==> src/rtl/mem_port_arbiter.sv <==
// Shares one four-phase handshake memory port among NUM_PORTS requesters,
// using round-robin or fixed-priority arbitration selected by RR_MODE.
module mem_port_arbiter #(
    parameter int NUM_PORTS = 3,
    parameter int ADDR_W    = 32,
    parameter int DATA_W    = 128,
    parameter int RR_MODE   = 1
) (
    input  logic                          clk,
    input  logic                          reset,
    input  logic [NUM_PORTS-1:0]          req,
    input  logic [NUM_PORTS-1:0]          we,
    input  logic [NUM_PORTS*ADDR_W-1:0]   addr,
    input  logic [NUM_PORTS*DATA_W-1:0]   wdata,
    output logic [NUM_PORTS-1:0]          ack,
    output logic [DATA_W-1:0]             rdata,
    output logic                          busy,
    output logic [$clog2(NUM_PORTS)-1:0]  grant_id,
    output logic                          mem_enable,
    output logic                          mem_rw,
    output logic [ADDR_W-1:0]             mem_addr,
    output logic [DATA_W-1:0]             mem_wdata,
    input  logic [DATA_W-1:0]             mem_rdata,
    input  logic                          mem_ack
);

    localparam int GW = $clog2(NUM_PORTS);

    localparam logic [1:0] IDLE  = 2'd0;
    localparam logic [1:0] ISSUE = 2'd1;
    localparam logic [1:0] DONE  = 2'd2;

    logic [1:0]           r_state;
    logic [GW-1:0]        r_ptr;
    logic [GW-1:0]        r_grant_id;
    logic [NUM_PORTS-1:0] r_ack;
    logic [DATA_W-1:0]    r_rdata;
    logic                 r_mem_enable;
    logic                 r_mem_rw;
    logic [ADDR_W-1:0]    r_mem_addr;
    logic [DATA_W-1:0]    r_mem_wdata;

    logic [GW-1:0]        w_winner;
    logic                 w_found;
    int                   w_idx;
    logic [NUM_PORTS-1:0] w_ack_onehot;

    // Round-robin scans from the port after the last winner; fixed priority scans from port 0.
    always_comb begin
        // NOTE: every always_comb output gets a default first so no path can infer a latch.
        w_winner = '0;
        w_found  = 1'b0;
        w_idx    = 0;
        for (int i = 0; i < NUM_PORTS; i++) begin
            w_idx = (RR_MODE != 0) ? (int'(r_ptr) + 1 + i) % NUM_PORTS : i;
            if (!w_found && req[w_idx]) begin
                w_found  = 1'b1;
                w_winner = GW'(w_idx);
            end
        end
    end

    always_comb begin
        w_ack_onehot = '0;
        for (int i = 0; i < NUM_PORTS; i++) begin
            w_ack_onehot[i] = (r_grant_id == GW'(i));
        end
    end

    always_ff @(posedge clk) begin
        // NOTE: datapath registers are reset too, because every output must read zero after reset.
        if (!reset) begin
            r_state      <= IDLE;
            r_ptr        <= GW'(NUM_PORTS - 1);
            r_grant_id   <= '0;
            r_ack        <= '0;
            r_rdata      <= '0;
            r_mem_enable <= 1'b0;
            r_mem_rw     <= 1'b0;
            r_mem_addr   <= '0;
            r_mem_wdata  <= '0;
        end else begin
            // NOTE: state is updated with non-blocking assignments so every branch reads pre-edge values.
            case (r_state)
                IDLE: begin
                    if (w_found) begin
                        r_mem_addr   <= addr[w_winner*ADDR_W +: ADDR_W];
                        r_mem_wdata  <= wdata[w_winner*DATA_W +: DATA_W];
                        r_mem_rw     <= we[w_winner];
                        r_grant_id   <= w_winner;
                        r_mem_enable <= 1'b1;
                        if (RR_MODE != 0) begin
                            r_ptr <= w_winner;
                        end
                        r_state <= ISSUE;
                    end
                end
                ISSUE: begin
                    if (mem_ack) begin
                        if (!r_mem_rw) begin
                            r_rdata <= mem_rdata;
                        end
                        r_ack        <= w_ack_onehot;
                        r_mem_enable <= 1'b0;
                        r_state      <= DONE;
                    end
                end
                DONE: begin
                    // Four-phase: stay until memory withdraws its acknowledge.
                    r_ack <= '0;
                    if (!mem_ack) begin
                        r_state <= IDLE;
                    end
                end
                default: begin
                    r_ack   <= '0;
                    r_state <= IDLE;
                end
            endcase
        end
    end

    assign ack        = r_ack;
    assign rdata      = r_rdata;
    assign busy       = (r_state != IDLE);
    assign grant_id   = r_grant_id;
    assign mem_enable = r_mem_enable;
    assign mem_rw     = r_mem_rw;
    assign mem_addr   = r_mem_addr;
    assign mem_wdata  = r_mem_wdata;

endmodule
==> config.mk <==
export PLATFORM = sky130hd
export DESIGN_NAME = mem_port_arbiter
export DESIGN_NICKNAME = d
export VERILOG_FILES = /design/src/rtl/mem_port_arbiter.sv
export SDC_FILE = /design/constraint.sdc
export NUM_CORES = 1
export LEC_CHECK = 0
export ABC_AREA = 1
export CORE_AREA = 2 2 358 360
export CTS_CLUSTER_DIAMETER = 30
export DETAILED_ROUTE_END_ITERATION = 12
export DIE_AREA = 0 0 360 362
export SLEW_MARGIN = 20
export SYNTH_ARGS = -nofsm -noshare
export SYNTH_HDL_FRONTEND = slang
export SYNTH_SLANG_ARGS = --single-unit
==> constraint.sdc <==
create_clock -name clk -period 4.36 [get_ports clk]
set_clock_uncertainty 0.15 [all_clocks]
set_input_delay 0.872 -clock clk [delete_from_list [all_inputs] [get_ports clk]]
set_output_delay 0.872 -clock clk [all_outputs]
set_load 0.02 [all_outputs]
### Yosys cells after proc, flatten, opt, wreduce, memory -nomap -nowiden

Index checks and enable logic that the tools add are counted.
Widths: inputs -> output; s select.

* register bits: 299
* input port bits: 617
* output and inout port bits: 296
* word-level logic and storage cells: 69

* $add $sub $neg: 3
* div/mod/pow operators: 3
* magnitude comparators: 4
* equal/unequal tests: 7
* shift-type cells: 2
* mux-type cells: 26
* bitwise gates (word level): 2
* reductions and logical operators: 13

Operators with widths (count)
* $shiftx 384x10->128: 1
* $lt 32x4->1 const B: 3
* $mod 32x3->32 const B: 3
* $shiftx 96x8->32: 1
* $add 32x2->32 const B: 1
* $mux 1: 12
* $mux 2: 6
* $reduce_and 3->1: 3
* $bmux 1 s2: 4
* $ne 2x2->1 const B: 3
* $pmux 2 s3: 1
* $pmux 3 s2: 1
* $add 3x2->4 const B: 1
* $eq 2x1->1 const B: 2
* $eq 2x2->1 const B: 2
* $logic_not 2->1: 2
* $reduce_and 2->1: 2
* $reduce_bool 2->1: 2
* $add 2x1->3 const B: 1
* $lt 2x3->1 const B: 1
* $mux 3: 1
* $logic_and 1x1->1: 2
* $logic_not 1->1: 2
* $not 1->1: 2
* $pmux 1 s2: 1

### Longest topological paths before layout

Gate-level depths: netlist (run 1).

* depth after elaboration: 14
* mapped depth: 16

### Worst setup path after synthesis (run 1)

No wires, ideal clock.

* path type: input -> register
* start point: in req[2]
* end point: reg r_mem_addr[0] (netlist: mem_addr[0])
* arrival time: 2.036 ns
* required time: 4.140 ns
* slack: 2.104 ns
* stages: 10
* path buffers: 2
* cell sequence: inv_1 o21ai_0 nand2_1 inv_2 nand4_1 nand2_2 buf_2 buf_2 a21oi_1 a21oi_1

* word-level cells in the longest chain between the ends: 11
* elaborated cells between the ends (all ways): 21
* those cells by class: 1 x shift; 15 x mux; 5 x reduce/logical

RTL lines
* start, declared: RTL line 11 `input logic [NUM_PORTS-1:0] req,`
* $bmux 1 s2: RTL line 56 `if (!w_found && req[w_idx]) begin`
* $mux 1 (not written as such) (2 in a row): RTL line 56
* $mux 1: RTL line 56
* $logic_not 1->1: RTL line 56
* $logic_and 1x1->1: RTL line 56
* $mux 1: RTL line 56
* $logic_not 1->1: RTL line 56
* $logic_and 1x1->1: RTL line 56
* $mux 2 or $mux 1 (tied branches): RTL line 56
* $shiftx 96x8->32 or $reduce_and 2->1 (tied branches)
* end signal, assigned: RTL line 87 `r_mem_addr <= addr[w_winner*ADDR_W +: ADDR_W];`
* end, declared: RTL line 40 `logic [ADDR_W-1:0] r_mem_addr;`

Several ways; a longest one is shown, not always the timed one. The select of a mux whose other input is x is not followed.
A chain may end at the register's enable or synchronous reset.

### Worst setup path in the final report (run 1)

* start point: reg r_ptr[0]
* end point: reg r_mem_wdata[23] (netlist: mem_wdata[23])

* word-level cells in the longest chain between the ends: 13
* elaborated cells between the ends (all ways): 27
* those cells by class: 3 x add/sub; 3 x div; 1 x shift; 15 x mux; 5 x reduce/logical

RTL lines
* start, declared: RTL line 34 `logic [GW-1:0] r_ptr;`
* start signal, assigned: RTL line 74 `r_ptr <= GW'(NUM_PORTS - 1);`
* start signal, assigned: RTL line 93 `r_ptr <= w_winner;`
* $add 2x1->3 *: RTL line 55 `w_idx = (RR_MODE != 0) ? (int'(r_ptr) + 1 + i) % NUM_PORTS : i;`
* parallel branches: the longest is 12 deep, another holds $add 32x2->32
* end signal, assigned: RTL line 88 `r_mem_wdata <= wdata[w_winner*DATA_W +: DATA_W];`
* end, declared: RTL line 41 `logic [DATA_W-1:0] r_mem_wdata;`

Every way passes the cells marked *. The select of a mux whose other input is x is not followed.

==> results of run 1 <==
## layout by cell type, fill, tap and decap left out, types with 6 or more instances in the layout
cell | synthesis | final
sky130_fd_sc_hd__o21ai_1 | 6 | 6
sky130_fd_sc_hd__dfxtp_1 | 298 | 298
sky130_fd_sc_hd__clkbuf_16 | 0 | 105
sky130_fd_sc_hd__clkdlybuf4s50_1 | 0 | 911
sky130_fd_sc_hd__inv_1 | 180 | 179
sky130_fd_sc_hd__nand2_1 | 186 | 185
sky130_fd_sc_hd__bufinv_16 | 0 | 9
sky130_fd_sc_hd__buf_4 | 13 | 35
sky130_fd_sc_hd__a21oi_1 | 325 | 325
sky130_fd_sc_hd__clkbuf_8 | 0 | 27
sky130_fd_sc_hd__clkinv_2 | 0 | 20
sky130_fd_sc_hd__nand3b_1 | 158 | 158
sky130_fd_sc_hd__buf_12 | 0 | 16
sky130_fd_sc_hd__nor2_1 | 272 | 271
sky130_fd_sc_hd__clkbuf_1 | 112 | 24
sky130_fd_sc_hd__o21ai_0 | 284 | 284
sky130_fd_sc_hd__nand3_1 | 176 | 176
## through the flow
step                      setup WS [ns]  instances  hold slack (ns)  util [%]  area (µm²)
after detailed placement          0.507       4537            0.302      20.2       25600
after global routing              0.684       4733            0.332      23.0       29200
after global placement            0.514       4537            0.299      20.2       25600
after floorplan                    2.10       2095            0.336         -       14500
final                             0.897       4734            0.310      23.0       29200
after CTS                         0.952       4729            0.308      23.0       29200
## kinds of logic after synthesis
family / Yosys count / share of synthesized area [%]
buf+inv: 370 / 10.4
compound gates: 620 / 21.4
fa+ha+maj: 4 / 0.344
simple gates: 803 / 26.7
flops: 298 / 41.1
## final cells by class
type / count / area [µm²]
fillers: 13900 / 97500
repair buffers: 963 / 9720
multi-input cells: 1427 / 7090
flip-flops and latches: 298 / 5970
clock buffers: 156 / 3090
well taps: 1662 / 2080
inverters: 187 / 714
clock inverters: 36 / 493
diodes: 5 / 12.5
## sequential cells by signal (all words and copies together), names as in the netlist
| signal | count |
|---|---|
| mem_wdata | 128 |
| rdata | 128 |
| mem_addr | 32 |
| ack | 3 |
| r_ptr | 2 |
| r_state | 2 |
| grant_id | 1 |
| mem_enable | 1 |
| mem_rw | 1 |
## critical path, cell delays in order (launching register included)
cell and delay, ns:
sky130_fd_sc_hd__dfxtp_1 0.41, sky130_fd_sc_hd__inv_1 0.14, sky130_fd_sc_hd__ha_1 0.47, sky130_fd_sc_hd__inv_2 0.10, sky130_fd_sc_hd__nand2_1 0.07, sky130_fd_sc_hd__nand3_1 0.07, sky130_fd_sc_hd__a31oi_1 0.38, sky130_fd_sc_hd__nand2_8 0.22
sky130_fd_sc_hd__inv_6 0.39, sky130_fd_sc_hd__buf_4 0.41, sky130_fd_sc_hd__nand3_1 0.32, sky130_fd_sc_hd__a21oi_1 0.21
## cells in the mapped netlist, types with 3 or more instances
library cell	n
sky130_fd_sc_hd__clkbuf_1	112
sky130_fd_sc_hd__buf_4	13
sky130_fd_sc_hd__dfxtp_1	298
sky130_fd_sc_hd__nor2_1	272
sky130_fd_sc_hd__nand2_1	186
sky130_fd_sc_hd__buf_1	7
sky130_fd_sc_hd__inv_2	7
sky130_fd_sc_hd__nand2_2	3
sky130_fd_sc_hd__buf_2	49
sky130_fd_sc_hd__a21oi_1	325
sky130_fd_sc_hd__o21ai_0	284
sky130_fd_sc_hd__ha_1	4
sky130_fd_sc_hd__nand3b_1	158
sky130_fd_sc_hd__nand3_1	176
sky130_fd_sc_hd__inv_1	180
sky130_fd_sc_hd__o21ai_1	6
## per-layer routing
layer	wire [µm]	track usage, %
met5	187	0
met4	3170	5.17
met3	11200	7.23
met2	49500	25.4
met1	40700	17.1
## path summary, 6_finish.rpt
kind	endpoint	slack, ns	cells after the start
worst max-delay path	mem_wdata[23]	0.90	11
worst min-delay path	ack[0]	0.31	2
worst max register to register	mem_wdata[23]	0.90	11
worst min register to register	ack[0]	0.31	2
## power by group through the flow
stage	combinational [µW]	clock, µW	sequential (µW)
floorplan	6450	0	5100
global placement	13600	0	4190
detailed placement	13600	0	4200
CTS	13700	7710	4180
global route	14600	7870	4280
finish	13500	7540	4180
==> results list, run 1 <==
- The flow ran to the end, and the final reports show no timing, DRC or antenna violations.
- Global routing consumed, over all layers together, 15.3% of the routing resources.
* Fmax achieved: 289 MHz
- Number of cells produced by synthesis: between 2000 and 2500
* Power consumption: around 25000 µW
- Int Power: between 10000 and 15000 µW
* Max Cap Viol: 0
- Register clock-pin slew on the reported worst setup and hold paths: 0.04 ns
- Clock group share of total power: 29.9%
- In this run the horizontal extent of the chip is 360 µm.
* Type of the setup path with the least slack: reg -> reg
- Setup violations remaining at the end of the flow were counted as 0.
* Total DRC errors in the routed layout: 0
- Setup total negative slack on the finished layout was measured at 0 ns.
* # port buffers: between 900 and 1000
- The die covers around 130000 µm².
- Number of unique standard cell types used by synthesis: 25
* Placeable core area: 127000 µm²
- Relative contribution of combinational cells to total power: 53.5%
- Counting flops with an async set or reset pin after synthesis yields a share of 0%.
* H-tree levels: 3
* Proportion of synthesized chip area in sequential cells: roughly 40%
- Clock Tree Buf Depth: 3
* Largest vdd supply drop: 0.000717 V
- Standard-cell rows: 131
- Via count of the first global-routing pass: 18700
- Dividing the final minimum period by the clock period gives 79.4%.
- STA puts the critical path data required time at 4.81 ns.
* Via density: ~4
- Synthesis produced a netlist with a net count of 2716.
- Total standard cell area after synthesis: 14500 µm²
- Once the clock tree was built, the resizer swapped 0 gates to a different size.
- The floorplan step set the die height to roughly 360 µm.
* Global-route wire length before repair: around 140 mm
* Power dissipated by switching net loads: 11600 µW
* Area added between synthesis and finish: 101%
- Total via count after detailed routing: between 15000 and 20000
- 913 I/O pins were placed.
- Fraction of final layout cells with drive strength greater than 1: roughly 7.8%
* Tmin final: 3.46 ns
- Hold Startpoint: ack[0]
* Final Slew Violations: 0
- Number of nets in the finished design: 3603
* Power per cell area: 865 nW/µm²
- Pleak: 0.0119 µW
* Num Clock Sinks: between 200 and 300
- Detailed placer's ending HPWL: 80.6 mm
- The synthesized design contains 298 register bits.
- Portion of total power attributed to sequential cells: 16.6%
- The final hold violation count was 0.
- In this run the post-CTS setup repair buffer count came out at 0.
- For the pin with the worst max-slew slack, the measured transition is 0.695 ns.
- In the synthesized netlist the dominant register cell turns out to be sky130_fd_sc_hd__dfxtp_1.
* Hold Buf Count CTS: 0
* Effective utilization at floorplan: 11.5%
- 1st-iter DRT viols: around 1300
- The worst hold path belongs to the class reg -> reg.
- By area the synthesized netlist is led by sky130_fd_sc_hd__dfxtp_1, sky130_fd_sc_hd__a21oi_1, sky130_fd_sc_hd__o21ai_0, sky130_fd_sc_hd__nand3b_1, sky130_fd_sc_hd__nor2_1.
- Sw frac: 45.8%
- Dividing the detail-routed wire length by the instance count gives 22.1 µm.
- The worst pin sits at a relative slew slack of between 50 and 60%.
- Top-area cell type share of the netlist area: between 40% and 50%
* Synth warn: 0
- TritonCTS clock tree: built
- Final RePlAce weighted congestion: 0.898
* Overall overflow remaining after global route: 0
- The initial antenna violation count came to 29.
- Detail Route Antenna Nets: 0
* Critical Path Source Type: flop
- The routed design has 105 mm of wire.
- Critical-path maximum fanout: 32
* Unrepaired setup endpoints after global routing: no
- The worst setup path is captured at a flop.
- The most critical setup path has its startpoint at r_ptr[0].
- Clock tree synthesis selected as its root buffer the cell sky130_fd_sc_hd__clkbuf_16.
* Clock latency of the later-clocked register in the worst-skew pair: 0.67 ns
- Average cell area after synthesis: just under 7 µm²
- Clock tree synthesis inserted a total of between 100 and 150 buffers.
* Yosys top cell by area: sky130_fd_sc_hd__dfxtp_1
- Pin count of the biggest net entering global routing: ~130
- Before antenna repair, the detailed router went through 5 iterations.
- Launch instance of the worst register-to-register path: r_ptr[0]
* Arrival @ worst endpoint: 3.91 ns
* EDFF count, synth: 0
No activity file was read; power rests on OpenSTA's default activity.
==> inputs of run 2 (changes only) <==
- CORE_AREA: 2 2 358 360 -> 2 2 355 357
- DIE_AREA: 0 0 360 362 -> 0 0 357 359
- clock period: 4.36 -> 3.1 ns (I/O delays scaled with it)
==> results list, run 2 (synthesized netlist as in run 1, its figures left out) <==
* Critical path capture point type: flop
- After the last flow step, the layout net total stands at roughly 3600.
- Setup violations remaining at the end of the flow were counted as 0.
- For the finished layout, the period the worst path requires is 2.80 ns.
* Unrepaired setup endpoints after global routing: no
- At the later pin of the worst-skew pair, clock insertion delay measures 0.69 ns.
- Fmax achieved: 357 MHz
- CTS built an H-tree with a depth of 3.
- The number of max-slew violations in the final report is 0.
- The final hold violation count is 0.
* Result of the run: finished clean
- # port buffers: between 900 and 1000
* Clock root buffer: sky130_fd_sc_hd__clkbuf_16
- Gates resized during post-CTS repair numbered 0.
- Die Outline Area: around 130000 µm²
- Horizontal die dimension: 357 µm
- Power per cell area: 1240 nW/µm²
* Critical-path maximum fanout: 52
- Worst reg2reg path depth: 11
- Measured along the y axis, the die boundary spans approximately 360 µm.
- For this block, the routed nets add up to 101 mm of wire.
- Global routing finished with a remaining overflow of 0.
- For this design, the CTS-stage hold fixing added 0 buffers.
* Area added between synthesis and finish: 105%
- Type of the setup path with the least slack: reg -> reg
- Via density: approximately 4
- The routed layout has ~19000 vias.
* Fraction of final layout cells with drive strength greater than 1: between 9 and 10%
- Hold Startpoint: reset
- Pin count of the biggest net entering global routing: 129
* Number of top-level pins: 913
* Pleak: 0.0123 µW
- The sequential cells in the finished layout cover a total of 5970 µm².
- Arrival @ worst endpoint: 3.22 ns
* Wirelength per Cell: around 21 µm
- The worst hold path belongs to the class in -> reg.
- Once the floorplan was initialized, standard cells occupied 11.7% of the core.
- Detailed placer's ending HPWL: 78.7 mm
- The via count of the first global-routing pass is about 19000.
* Flop-to-flop setup slack: 0.30 ns
* First drt pass iteration count: 5
- The worst pin sits at a relative slew slack of 54.1%.
- Once the clock tree was built, the setup fixing pass inserted 0 buffers.
- Detail Route Antenna Nets: 0
- Largest vdd supply drop: between 0.001 and 0.0015 V
- Worst hold slack across all endpoints: 0.169 ns
- Placed Cells incl. Taps: 4566
* Register clock-pin slew on the reported worst setup and hold paths: 0.04 ns
* Clock Tree Buf Depth: 3
* Initial antenna violation count: 28
- The clock net in this run drives a total of 298 sinks.
* Launch instance of the worst register-to-register path: r_ptr[0]
- Commonest cells after routing, fill and taps aside: sky130_fd_sc_hd__clkdlybuf4s50_1, sky130_fd_sc_hd__a21oi_1, sky130_fd_sc_hd__dfxtp_1
- Global-route wire length before repair: 139 mm
- Max-cap violations in this run came to 0.
* Post-layout instance count excluding filler cells: 4772
- The floorplan has 130 rows.
* TritonCTS buffer count: 105
- The endpoint identified for the worst register-to-register timing path is mem_wdata[78].
- # fillers: approximately 14000
* Worst Tran Pin Value: slightly below 0.7 ns
- The library cell used most frequently in the layout, excluding fill and tap cells, is sky130_fd_sc_hd__clkdlybuf4s50_1.
* Final RePlAce weighted congestion: between 0.9 and 1
* 1st-iter DRT viols: about 1300
* TritonCTS clock tree: built
- The path with the worst hold slack has its endpoint at mem_addr[8].
- Along the worst hold path, the cell count comes to 3.
- Total DRC errors in the routed layout: 0
- The worst setup path is launched from a flop.
- Placeable core area: 125000 µm²
* Final period utilization: 90.3%
- Area of the multi-input gates: ~7100 µm²
- In the global route stage, overall resource usage came out at 15.1%.
- CP Data Required Time: 3.52 ns
run 2: cell count changes in the layout (fill, tap and decap cells not counted), sizes merged:
cell / delta
bufinv: +3
inv: -3
clkinv: +6
diode: +8
clkbuf: -5
buf: +41
run 2: worst max path at each step:
stage | start | to | slack (ns) | depth (start not counted)
floorplan | r_ptr[0] | mem_wdata[58] | 0.85 | 14
global placement | req[2] | mem_wdata[41] | -0.09 | 10
detailed placement | req[2] | mem_wdata[42] | -0.10 | 10
CTS | r_state[1] | busy | 0.22 | 3
global route | r_ptr[0] | mem_wdata[3] | 0.07 | 11
finish | r_ptr[0] | mem_wdata[78] | 0.30 | 11
run 2: stage by stage:
stage | TNS [ns] | power, µW | cell area [µm²] | setup slack (ns) | utilization, %
after floorplan | 0 | 16200 | 14500 | 0.847 | -
after global placement | -4.16 | 26000 | 26000 | -0.0854 | 20.9
after detailed placement | -6.16 | 26100 | 26000 | -0.102 | 20.9
after CTS | 0 | 37200 | 29700 | 0.217 | 23.9
after global routing | 0 | 39100 | 29700 | 0.0703 | 23.9
final | 0 | 36800 | 29800 | 0.302 | 23.9
run 2: layer usage:
| layer | vias to the layer above | share of wire, % | routed length (µm) | GRT usage, % |
|---|---|---|---|---|
| li1 | 8894 | - | - | - |
| met1 | 8908 | 38 | 38300 | 16.9 |
| met2 | 1014 | 47 | 47500 | 24.9 |
| met3 | 223 | 11 | 11400 | 6.75 |
| met4 | 14 | 3.8 | 3890 | 6.01 |
| met5 | - | 0.10 | 103 | 0 |
run 2: cell type report:
| class | count | share of cell area, % |
|---|---|---|
| Inverter | 187 | 2.40 |
| Tap cell | 1650 | 6.94 |
| Clock inverter | 42 | 2.09 |
| Antenna cell | 13 | 0.109 |
| Sequential cell | 298 | 20.0 |
| Timing Repair Buffer | 1004 | 34.3 |
| Clock buffer | 151 | 10.3 |
| Multi-Input combinational cell | 1427 | 23.8 |
run 2: power by group:
part / switching (µW) / leakage (µW) / internal, µW
Combinational: 12600 / 0.00798 / 7430
Clock: 3130 / 0.00182 / 7720
Sequential: 752 / 0.00246 / 5140
run 2: critical path: stages (launching register included):
cell	delay [ns]
sky130_fd_sc_hd__dfxtp_1	0.32
sky130_fd_sc_hd__inv_1	0.06
sky130_fd_sc_hd__ha_1	0.42
sky130_fd_sc_hd__inv_2	0.10
sky130_fd_sc_hd__nand3_1	0.11
sky130_fd_sc_hd__nand2_1	0.12
sky130_fd_sc_hd__nand4_1	0.25
sky130_fd_sc_hd__nand2_8	0.09
sky130_fd_sc_hd__inv_6	0.49
sky130_fd_sc_hd__buf_12	0.30
sky130_fd_sc_hd__nand3_1	0.10
sky130_fd_sc_hd__a21oi_1	0.14
